File: src/rtl/decoder_scan_ctrl.sv
// decoder_scan_ctrl
//   Time-multiplexed digit scan controller driving a 3-to-8 active-low decoder
//   (G1 / G2A / G2B enables plus 3-bit address). It steps round-robin through
//   the digits enabled in digit_mask. Each digit is driven for DIV cycles. A
//   BLANK-cycle gap with the decoder off comes before every slot so that the
//   address never changes while a common is driven.
//
// Ports
//   clk         system clock, rising edge
//   rst_n       asynchronous active-low reset
//   en          scan enable; low forces IDLE and abandons the current slot
//   digit_mask  bit i set -> digit i takes part in the scan
//   G1          decoder enable, active-high
//   G2A, G2B    decoder enables, active-low
//   address     decoder address (current digit index)
//   slot_start  one-cycle pulse on the first cycle of each drive slot
//   busy        high whenever the controller is not idle
module decoder_scan_ctrl #(
  parameter int DIV   = 1000,
  parameter int BLANK = 2,
  parameter int CW    = 16
) (
  input  logic       clk,
  input  logic       rst_n,
  input  logic       en,
  input  logic [7:0] digit_mask,
  output logic       G1,
  output logic       G2A,
  output logic       G2B,
  output logic [2:0] address,
  output logic       slot_start,
  output logic       busy
);

  typedef enum logic [1:0] {
    S_IDLE  = 2'd0,
    S_BLANK = 2'd1,
    S_DRIVE = 2'd2
  } state_t;

  localparam logic [CW-1:0] LP_DIV_TERM   = CW'(DIV - 1);
  localparam logic [CW-1:0] LP_BLANK_TERM = (BLANK > 0) ? CW'(BLANK - 1) : '0;
  localparam bit            LP_HAS_BLANK  = (BLANK > 0);

  state_t        r_state;
  logic [CW-1:0] r_cnt;
  logic          r_g1;
  logic          r_g2;
  logic [2:0]    r_addr;
  logic          r_slot_start;
  logic          r_busy;

  logic [2:0]    w_lowest;
  logic [2:0]    w_next;

  // Lowest set bit of the mask. The loop runs downward, so the last hit is
  // the smallest index.
  always_comb begin
    w_lowest = '0;
    for (int unsigned i = 8; i > 0; i--) begin
      if (digit_mask[i-1]) w_lowest = 3'(i - 1);
    end
  end

  // First set bit searching upward from address+1 with wrap. Offset 8 maps
  // back to the current digit, so a lone digit reselects itself.
  always_comb begin
    w_next = r_addr;
    for (int unsigned i = 8; i > 0; i--) begin
      if (digit_mask[r_addr + 3'(i)]) w_next = r_addr + 3'(i);
    end
  end

  always_ff @(posedge clk or negedge rst_n) begin
    if (!rst_n) begin
      r_state      <= S_IDLE;
      r_cnt        <= '0;
      r_g1         <= 1'b0;
      r_g2         <= 1'b1;
      r_addr       <= '0;
      r_slot_start <= 1'b0;
      r_busy       <= 1'b0;
    end else if (!en) begin
      r_state      <= S_IDLE;
      r_cnt        <= '0;
      r_g1         <= 1'b0;
      r_g2         <= 1'b1;
      r_slot_start <= 1'b0;
      r_busy       <= 1'b0;
    end else begin
      r_slot_start <= 1'b0;
      unique case (r_state)
        S_IDLE: begin
          r_cnt <= '0;
          if (digit_mask != 8'h00) begin
            r_addr <= w_lowest;
            r_busy <= 1'b1;
            if (LP_HAS_BLANK) begin
              r_state <= S_BLANK;
            end else begin
              r_state      <= S_DRIVE;
              r_g1         <= 1'b1;
              r_g2         <= 1'b0;
              r_slot_start <= 1'b1;
            end
          end
        end

        S_BLANK: begin
          if (r_cnt == LP_BLANK_TERM) begin
            r_cnt        <= '0;
            r_state      <= S_DRIVE;
            r_g1         <= 1'b1;
            r_g2         <= 1'b0;
            r_slot_start <= 1'b1;
          end else begin
            r_cnt <= r_cnt + 1'b1;
          end
        end

        S_DRIVE: begin
          if (r_cnt == LP_DIV_TERM) begin
            r_cnt <= '0;
            if (digit_mask == 8'h00) begin
              r_state <= S_IDLE;
              r_g1    <= 1'b0;
              r_g2    <= 1'b1;
              r_busy  <= 1'b0;
            end else begin
              r_addr <= w_next;
              if (LP_HAS_BLANK) begin
                r_state <= S_BLANK;
                r_g1    <= 1'b0;
                r_g2    <= 1'b1;
              end else begin
                // Back-to-back slots: decoder stays on, new slot pulse.
                r_state      <= S_DRIVE;
                r_slot_start <= 1'b1;
              end
            end
          end else begin
            r_cnt <= r_cnt + 1'b1;
          end
        end

        default: begin
          r_state <= S_IDLE;
          r_cnt   <= '0;
          r_g1    <= 1'b0;
          r_g2    <= 1'b1;
          r_busy  <= 1'b0;
        end
      endcase
    end
  end

  assign G1         = r_g1;
  assign G2A        = r_g2;
  assign G2B        = r_g2;
  assign address    = r_addr;
  assign slot_start = r_slot_start;
  assign busy       = r_busy;

endmodule

File: config.mk
export PLATFORM = sky130hd
export DESIGN_NAME = decoder_scan_ctrl
export DESIGN_NICKNAME = d
export VERILOG_FILES = /design/src/rtl/decoder_scan_ctrl.sv
export SDC_FILE = /design/constraint.sdc
export NUM_CORES = 1
export LEC_CHECK = 0
export BUFFER_PORTS_ARGS = -buffer_cell sky130_fd_sc_hd__buf_2
export CAP_MARGIN = 20
export CORE_MARGIN = 1
export CORE_UTILIZATION = 43
export DETAILED_ROUTE_END_ITERATION = 8
export GPL_ROUTABILITY_DRIVEN = 0
export PLACE_DENSITY_LB_ADDON = 0.25
export SLEW_MARGIN = 15
export SYNTH_ARGS = -nofsm -noshare
export SYNTH_HDL_FRONTEND = slang
export SYNTH_SLANG_ARGS = --single-unit
File: constraint.sdc
create_clock -name clk -period 3.2 [get_ports clk]
set_input_delay 0.16 -clock clk [delete_from_list [all_inputs] [get_ports clk]]
set_output_delay 0.16 -clock clk [all_outputs]
set_load 0.03 [all_outputs]
======== Yosys cells after proc, flatten, opt, wreduce, memory -nomap -nowiden ========
Index checks and enable logic that the tools add are counted.
storage, ports and cells
  output and inout bits ................... 8
  register bits ........................... 25
  logic and storage cells ................. 103
cells by class
  equality and inequality tests ........... 14
  add/sub/neg operators ................... 8
  muxes and demuxes ....................... 59
  $lt $le $gt $ge ......................... 7
  reduce and logical (&&, ||, !) cells .... 8
operators with widths
  kind                                                                          number
  3-bit two-way mux                                                             18
  16-bit two-way mux                                                            3
  16-bit case mux with 2 select lines                                           1
  3-bit by 4-bit less-than comparator with 1-bit output, second input constant  7
  1-bit binary-select mux with 3-bit select                                     7
  1-bit two-way mux                                                             21
  16-bit by 1-bit adder with 16-bit output, second input constant               1
  16-bit by 1-bit equality test with 1-bit output, second input constant        1
  16-bit by 10-bit equality test with 1-bit output, second input constant       1
  3-bit adder, second input constant                                            4
  3-bit != test, second input constant                                          4
  2-bit != test, second input constant                                          5
  1-bit case mux with 3 select lines                                            3
  8-bit zero test                                                               1
  2-bit two-way mux                                                             4
  8-bit != test, second input constant                                          1
  8-bit nonzero test                                                            1
  3-bit by 2-bit adder with 3-bit output, second input constant                 2
  2-bit case mux with 3 select lines                                            1
  3-bit case mux with 2 select lines                                            1
  3-bit AND reduction                                                           2
  6-bit AND reduction                                                           1
  4-bit AND reduction                                                           1
  3-bit by 1-bit adder with 3-bit output, second input constant                 1
  4 further kinds                                                               4

======== Depth between registers and ports, before layout ========
Gate-level depths: netlist of the first run.
  word-level depth ........................ 13
  mapped depth ............................ 11
  depth with buffers taken out ............ 8

======== Worst setup path before layout of the first run ========
OpenSTA, ideal clock, no wires.
  path kind ............................... register -> register
  start ................................... register r_addr[0], in the netlist address[0]
  end ..................................... register r_addr[0], in the netlist address[0]
  library setup time ...................... 123 ps
  data required time ...................... 3077 ps
  setup slack ............................. 226 ps
  path buffers ............................ 3
  arrival time ............................ 2851 ps
  cell stages (with the launch flop) ...... 12
  cells stage by stage .................... dfrtp_1 > buf_6 > buf_12 > inv_1 > ha_1 > buf_4 > mux4_2 > mux2i_4 > o21ai_1 > a31oi_1 > mux2_1 > o221a_1
on the way
  longest elaborated chain between the ends .. 12
  elaborated cells between the ends (all ways) .. 33
  those cells by class .................... add/sub (7); eq/ne (1); mux (24); reduce/logical (1)
ends and longest elaborated chain
  element                                    line  RTL
  from (decl)                                49    logic [2:0] r_addr;
  from (signal assigned)                     96    r_addr <= w_lowest;
  from (signal assigned)                     130   r_addr <= w_next;
  3-bit adder                                70    if (digit_mask[r_addr + 3'(i)]) w_next = r_addr + 3'(i);
  1-bit binary-select mux with 3-bit select  70
  1-bit two-way mux (implied by the code)    70
  3-bit two-way mux (6 in series)            70
  3-bit two-way mux                          124   if (digit_mask == 8'h00) begin
  3-bit two-way mux                          122   if (r_cnt == LP_DIV_TERM) begin
  3-bit case mux with 2 select lines         92    unique case (r_state)
Parallel ways exist; a longest one is shown, timed or not. The select of a mux whose other input is x is not followed.
A chain may end at the register's enable or synchronous reset.

======== Worst setup path after layout of the first run ========
Same ends and word-level chain as after synthesis.

==> reports/qor.yml, run 1 <==
place:
  hpwl_um: 3230
  numPortBuffers: 18
  placed_cells: 299
timing:
  hold_violations: 0
  finalMaxSlewViolations: 0
  fmax_ghz: 0.364
  tns_ns: 0
  fin_crit_ns: 2.75
  worst_pin_slew_ns: 0.659
  slew_headroom_pct: 56.1
  rsz0062_at_grt: "false"
  setup_viol: 0
  finalCritPeriodShare_pct: 85.9
  skew_ns: 0.00331
worst_setup_path:
  critical_path_class: "reg -> reg"
  crit_fanout: 9
  endpoint_kind: "flip-flop"
  reg2regPathDepth: 8
  cp.arrival_ns: 2.92
  r2r_end: "address[0]"
  required_ns: 3.37
  r2r_setup_slack_ns: 0.45
  timing.rr.start: "address[0]"
  start_kind: "flip-flop"
finish:
  nFillCells: 490
  seq_area_um2: 627
  finalNonFillerCells: 304
  nets: 258
  drive_gt1_share_pct: 20.7
  multi_input_area_mm2: 0.00141
  num_antenna_cells: 0
  utilization_pct: 48.6
  area_growth_pct: 6.07
  most-common-layout-cells: "nor2_1, dfrtp_1, buf_2, inv_1"
  final_common_cell: "nor2_1"
clocking:
  cts_buffers: 3
  post_cts_buffers: 0
  htreeDepth: 1
  tritoncts: "done"
  path_clk_slew_ns: 0.09
  clk_latency_ns: 0.27
  root_buffer: "clkbuf_8"
  cts.sink_count: 25
  clk_path_buf_depth: 2
synthesis:
  seq_area_frac_synth_pct: 28.4
  syn_nets: 245
  synth_cells: 225
  synthesis.area_mm2: 0.00221
  syn_area_per_cell_um2: 9.80
  synth_edf_count: 0
  ys.flop_type: "dfrtp_1"
  ys_types: 57
  synth_seq_cells: 25
  async_flop_share_pct: 100
  synth_warnings: 0
route:
  wl_per_cell_um: 15.0
  antenna_left: 0
  first_pass_iters: 4
  drtIter0Drc: 154
  drc_errors: 0
  finalWirelength_um: 4560
  routed_via_density: 5.74
  vias: 1744
power_and_ir_drop:
  ir_drop_mv: 0.449
  p_sw_share_pct: 47.9
  power_mw: 2.14
  switchingPower_mw: 1.03
  p_comb_share_pct: 70.8
  internal_power_mw: 1.12
  power_density_mw_per_mm2: 916
  p_leak_nw: 0.964
  seqPwrFrac_pct: 20.3
  p_clk_share_pct: 8.9
global_routing:
  antenna_found_initial: 0
  grt_max_degree: 26
  grt_usage_pct: 18.5
  grt_pass1_wl_um: 7690
  grt_overflow: 0
  grt_pass1_vias: 1599
  grt_use_met3_pct: 2.19
  top_usage_layer: "met2"
  grtUsageMet1_pct: 27.0
  grt_use_met2_pct: 28.3
hold_path:
  hp-class: "in -> reg"
  holdPathEnd: "G2A"
  holdPathStages: 2
  min_from: "en"
die:
  ios: 19
  initial_core_util_pct: 45.8
  core_area_mm2: 0.00482
  dieArea_mm2: 0.00542
  die_h_um: 73.6
  die_width_um: 73.6
  rows: 25
flow_run:
  max_cap_viol_count: 0
run_status:
  status: "completed"
-- routing by layer --
layer	wire, um	share of wire (%)	up-vias
li1	-	-	847
met1	2290	50	847
met2	2060	45	41
met3	137	3.0	9
met4	74	1.6	0
met5	0	0	-
-- how the worst max path moves through the flow --
| stage | from | slack, ns | cells after the start | to |
|---|---|---|---|---|
| after global placement | address[0] | 0.52 | 8 | address[0] |
| after CTS | address[0] | 0.47 | 8 | address[0] |
| final | address[0] | 0.45 | 8 | address[0] |
| after floorplan | address[0] | 0.23 | 11 | address[0] |
| after global routing | address[0] | 0.31 | 8 | address[0] |
| after detailed placement | address[0] | 0.48 | 8 | address[0] |
-- state kept, by name (all words and copies together), names as in the netlist --
register,count
G1,1
G2A,1
address,3
busy,1
r_cnt,16
r_state,2
slot_start,1
-- Yosys cell counts, drive strengths merged (5+ instances only) --
| library cell | n | share of area [%] |
|---|---|---|
| nor2 | 29 | 4.9 |
| dfrtp | 24 | 27 |
| inv | 13 | 2.2 |
| buf | 12 | 4.6 |
| mux4 | 12 | 13 |
| nand2 | 12 | 2.5 |
| xor2 | 12 | 5.1 |
| nand3 | 11 | 2.5 |
| a21oi | 9 | 2.0 |
| ha | 9 | 5.1 |
| mux2i | 7 | 4.3 |
| nor3 | 6 | 1.4 |
| o21ai | 6 | 1.4 |
| xnor2 | 6 | 2.4 |
| mux2 | 5 | 2.7 |
-- critical path, stage by stage, from the launching register on --
cell     delay [ns]
dfrtp_1        0.36
inv_1          0.09
ha_1           0.50
mux4_2         0.62
mux2i_4        0.21
o21ai_1        0.09
a31oi_1        0.22
mux2_1         0.35
o221a_1        0.22
-- cell families (layout without fill, tap and decap cells) --
group | Yosys count | in the layout | share of synthesized area [%]
buffers and inverters | 27 | 39 | 7.60
multiplexers | 24 | 24 | 19.6
flip-flops | 25 | 25 | 28.4
AND/OR/NAND/NOR | 82 | 82 | 18.6
adder cells (fa/ha/maj) | 9 | 9 | 5.11
XOR/XNOR | 18 | 18 | 7.49
AO/OA/AOI/OAI | 40 | 40 | 13.2
-- power groups by stage --
stage          clock network, mW  registers, mW  logic (mW)
2_1_floorplan                  0          0.483        1.28
3_3_place_gp                   0          0.441        1.50
3_5_place_dp                   0          0.442        1.50
4_1_cts                    0.201          0.436        1.51
5_1_grt                    0.212          0.446        1.65
6_report                   0.191          0.435        1.52
-- through the flow --
stage / worst slack [ns] / instance area [um^2] / hold slack [ns]
after floorplan: 0.226 / 2210 / -0.136
after global placement: 0.523 / 2280 / 0.183
after detailed placement: 0.484 / 2280 / 0.188
after CTS: 0.465 / 2340 / 0.165
after global routing: 0.307 / 2340 / 0.189
final: 0.451 / 2340 / 0.166
-- final cells by class --
| cell class | count | area share [%] |
|---|---|---|
| multi-input cells | 173 | 60.3 |
| flip-flops and latches | 25 | 26.8 |
| repair buffers | 22 | 5.24 |
| well taps | 67 | 3.58 |
| inverters | 13 | 2.09 |
| clock buffers | 3 | 1.76 |
| clock inverters | 1 | 0.214 |
-- what timing repair did --
| action | CTS | global route |
|---|---|---|
| resized for setup | 0 | 0 |
| hold buffers | 1 | 0 |
| endpoints found under the hold margin | 24 | 0 |
No activity file was read; power rests on OpenSTA's default activity.
==> run 2: changes to the inputs <==
--- a/config.mk
+++ b/config.mk
@@ -6,9 +6,10 @@
 export NUM_CORES = 1
 export LEC_CHECK = 0
 export BUFFER_PORTS_ARGS = -buffer_cell sky130_fd_sc_hd__buf_2
-export CAP_MARGIN = 20
+export CELL_PAD_IN_SITES_DETAIL_PLACEMENT = 0
+export CELL_PAD_IN_SITES_GLOBAL_PLACEMENT = 2
 export CORE_MARGIN = 1
-export CORE_UTILIZATION = 43
+export CORE_UTILIZATION = 39
 export DETAILED_ROUTE_END_ITERATION = 8
 export GPL_ROUTABILITY_DRIVEN = 0
 export PLACE_DENSITY_LB_ADDON = 0.25
==> run 2 against run 1 <==
Against the previous run: hold slack better by 0.012 ns; core utilization down 5.7 points; sequential power about the same; routed wire length up 8.3%; clock-buffer cell count up 1; total power up 0.43%; critical endpoint unchanged; highest routed layer unchanged.
==> reports/qor.yml, run 2 (synthesis results as in run 1) <==
place:
  placed_cells: 304  # was 299
  numPortBuffers: 18  # unchanged
  hpwl_um: 3560  # was 3230 um
  placed_area_mm2: 0.00229  # was 0.00228 mm^2
timing:
  fmax_ghz: 0.366  # was 0.364 GHz
  fin_crit_ns: 2.73  # was 2.75 ns
  slew_headroom_pct: 55.0  # was 56.1%
  skew_ns: 0.00501  # was 0.00331 ns
  setup_viol: 0  # unchanged
  finalCritPeriodShare_pct: 85.3  # was 85.9%
  rsz0062_at_grt: "false"  # unchanged
  tns_ns: 0  # unchanged
  worst_pin_slew_ns: 0.675  # was 0.659 ns
  finalMaxSlewViolations: 0  # unchanged
  hold_violations: 0  # unchanged
  holdWs_ns: 0.177  # was 0.166 ns
finish:
  finalInstanceArea_mm2: 0.00234  # about the same
  top_register: "r_cnt"  # unchanged
  finalNonFillerCells: 309  # was 304
  nets: 258  # unchanged
  area_growth_pct: 6.30  # was 6.07%
  drive_gt1_share_pct: 20.3  # was 20.7%
  num_antenna_cells: 0  # unchanged
  most-common-layout-cells: "nor2_1, dfrtp_1, buf_2, inv_1"  # unchanged
  largest_register_ffs: 16  # unchanged
  final_common_cell: "nor2_1"  # unchanged
worst_setup_path:
  crit_family: "multiplexers"  # unchanged
  crit_fanout: 9  # unchanged
  cp_slowest_stage_delay_ns: 0.62  # about the same
  path_cells: "inv_1, ha_1, mux4_2, mux2i_4, o21ai_1, a31oi_1, mux2_1, o221a_1"  # unchanged
  endpoint_kind: "flip-flop"  # unchanged
  critPathBufInv: 1  # unchanged
  required_ns: 3.36  # was 3.37 ns
  critical-path-slowest-cell: "mux4_2"  # unchanged
  start_kind: "flip-flop"  # unchanged
  cp.arrival_ns: 2.89  # was 2.92 ns
  critical_path_class: "reg -> reg"  # unchanged
global_routing:
  grt_pass1_wl_um: 8360  # was 7690 um
  antenna_found_initial: 0  # unchanged
  grt_usage_pct: 17.5  # was 18.5%
  grt_pass1_vias: 1675  # was 1599
  grt_max_degree: 26  # unchanged
  grt_overflow: 0  # unchanged
route:
  antenna_left: 0  # unchanged
  drc_errors: 0  # unchanged
  vias: 1736  # was 1744
  first_pass_iters: 4  # unchanged
  drtIter0Drc: 102  # was 154
  routed_via_density: 5.62  # was 5.74
  finalWirelength_um: 4930  # was 4560 um
  wl_per_cell_um: 16.0  # was 15.0 um
clocking:
  root_buffer: "clkbuf_8"  # unchanged
  post_cts_buffers: 0  # unchanged
  clk_latency_ns: 0.27  # about the same
  tritoncts: "done"  # unchanged
  cts_buffers: 3  # unchanged
  clk_path_buf_depth: 2  # unchanged
  cts.sink_count: 25  # unchanged
  path_clk_slew_ns: 0.08  # was 0.09 ns
  htreeDepth: 1  # unchanged
flow_run:
  max_cap_viol_count: 0  # unchanged
die:
  die_h_um: 77.2  # was 73.6 um
  die_width_um: 77.2  # was 73.6 um
  core_area_mm2: 0.00547  # was 0.00482 mm^2
  rows: 27  # was 25
  ios: 19  # unchanged
  dieArea_mm2: 0.00596  # was 0.00542 mm^2
  initial_core_util_pct: 40.3  # was 45.8%
power_and_ir_drop:
  power_density_mw_per_mm2: 918  # was 916 mW/mm^2
  ir_drop_mv: 0.385  # was 0.449 mV
  p_leak_nw: 0.960  # was 0.964 nW
run_status:
  status: "completed"  # unchanged
hold_path:
  hp-class: "in -> reg"  # unchanged
## run 2: changes by cell type in the layout (fill, tap and decap cells not counted), sizes merged
cell	delta
clkinv	-1
clkbuf	+1
## run 2: routing by layer
layer	up-vias	share of wire, %	global-route usage (%)
met5	-	0	0
met4	0	0.16	2.45
met3	2	3.1	3.10
met2	23	45	27.3
met1	859	52	25.7
li1	852	-	-
## run 2: area by class of cell
class                           count  area, um^2
Tap cell                           72        90.1
Fill cell                         569        3130
Inverter                           13        48.8
Clock buffer                        4        45.0
Timing Repair Buffer               22         123
Multi-Input combinational cell    173        1410
Sequential cell                    25         627
## run 2: through the flow
step	setup slack, ns	utilization (%)	power (mW)
global placement	0.524	41.8	1.97
global route	0.323	42.8	2.33
detailed placement	0.498	41.8	1.97
finish	0.471	42.8	2.15
CTS	0.486	42.8	2.16
floorplan	0.226	-	1.76
## run 2: tightest hold or removal path, cell delays in order
cell     delay (ns)
buf_2          0.15
nand2_1        0.07
nor2_1         0.03
## run 2: power breakdown
part,internal (mW),total (mW),switching [mW]
logic,0.663,1.53,0.865
clock network,0.0891,0.189,0.0996
registers,0.367,0.436,0.0687
## run 2: repair_timing
item	in CTS	in global routing
hold endpoints to repair	24	0
resized for setup	0	0
endpoints found under the setup margin	0	0
hold buffers	1	0
## run 2: worst paths after layout
check / start / end / slack (ns) / cells after the start
worst max-delay path: address[0] / address[0] / 0.47 / 8
worst min-delay path: en / slot_start / 0.18 / 3
worst max register to register: address[0] / address[0] / 0.47 / 8
worst min register to register: r_cnt[0] / r_cnt[0] / 0.52 / 1
max in group asynchronous: rst_n / G2A / 2.41 / 2
min in group asynchronous: rst_n / r_cnt[12] / 0.41 / 2
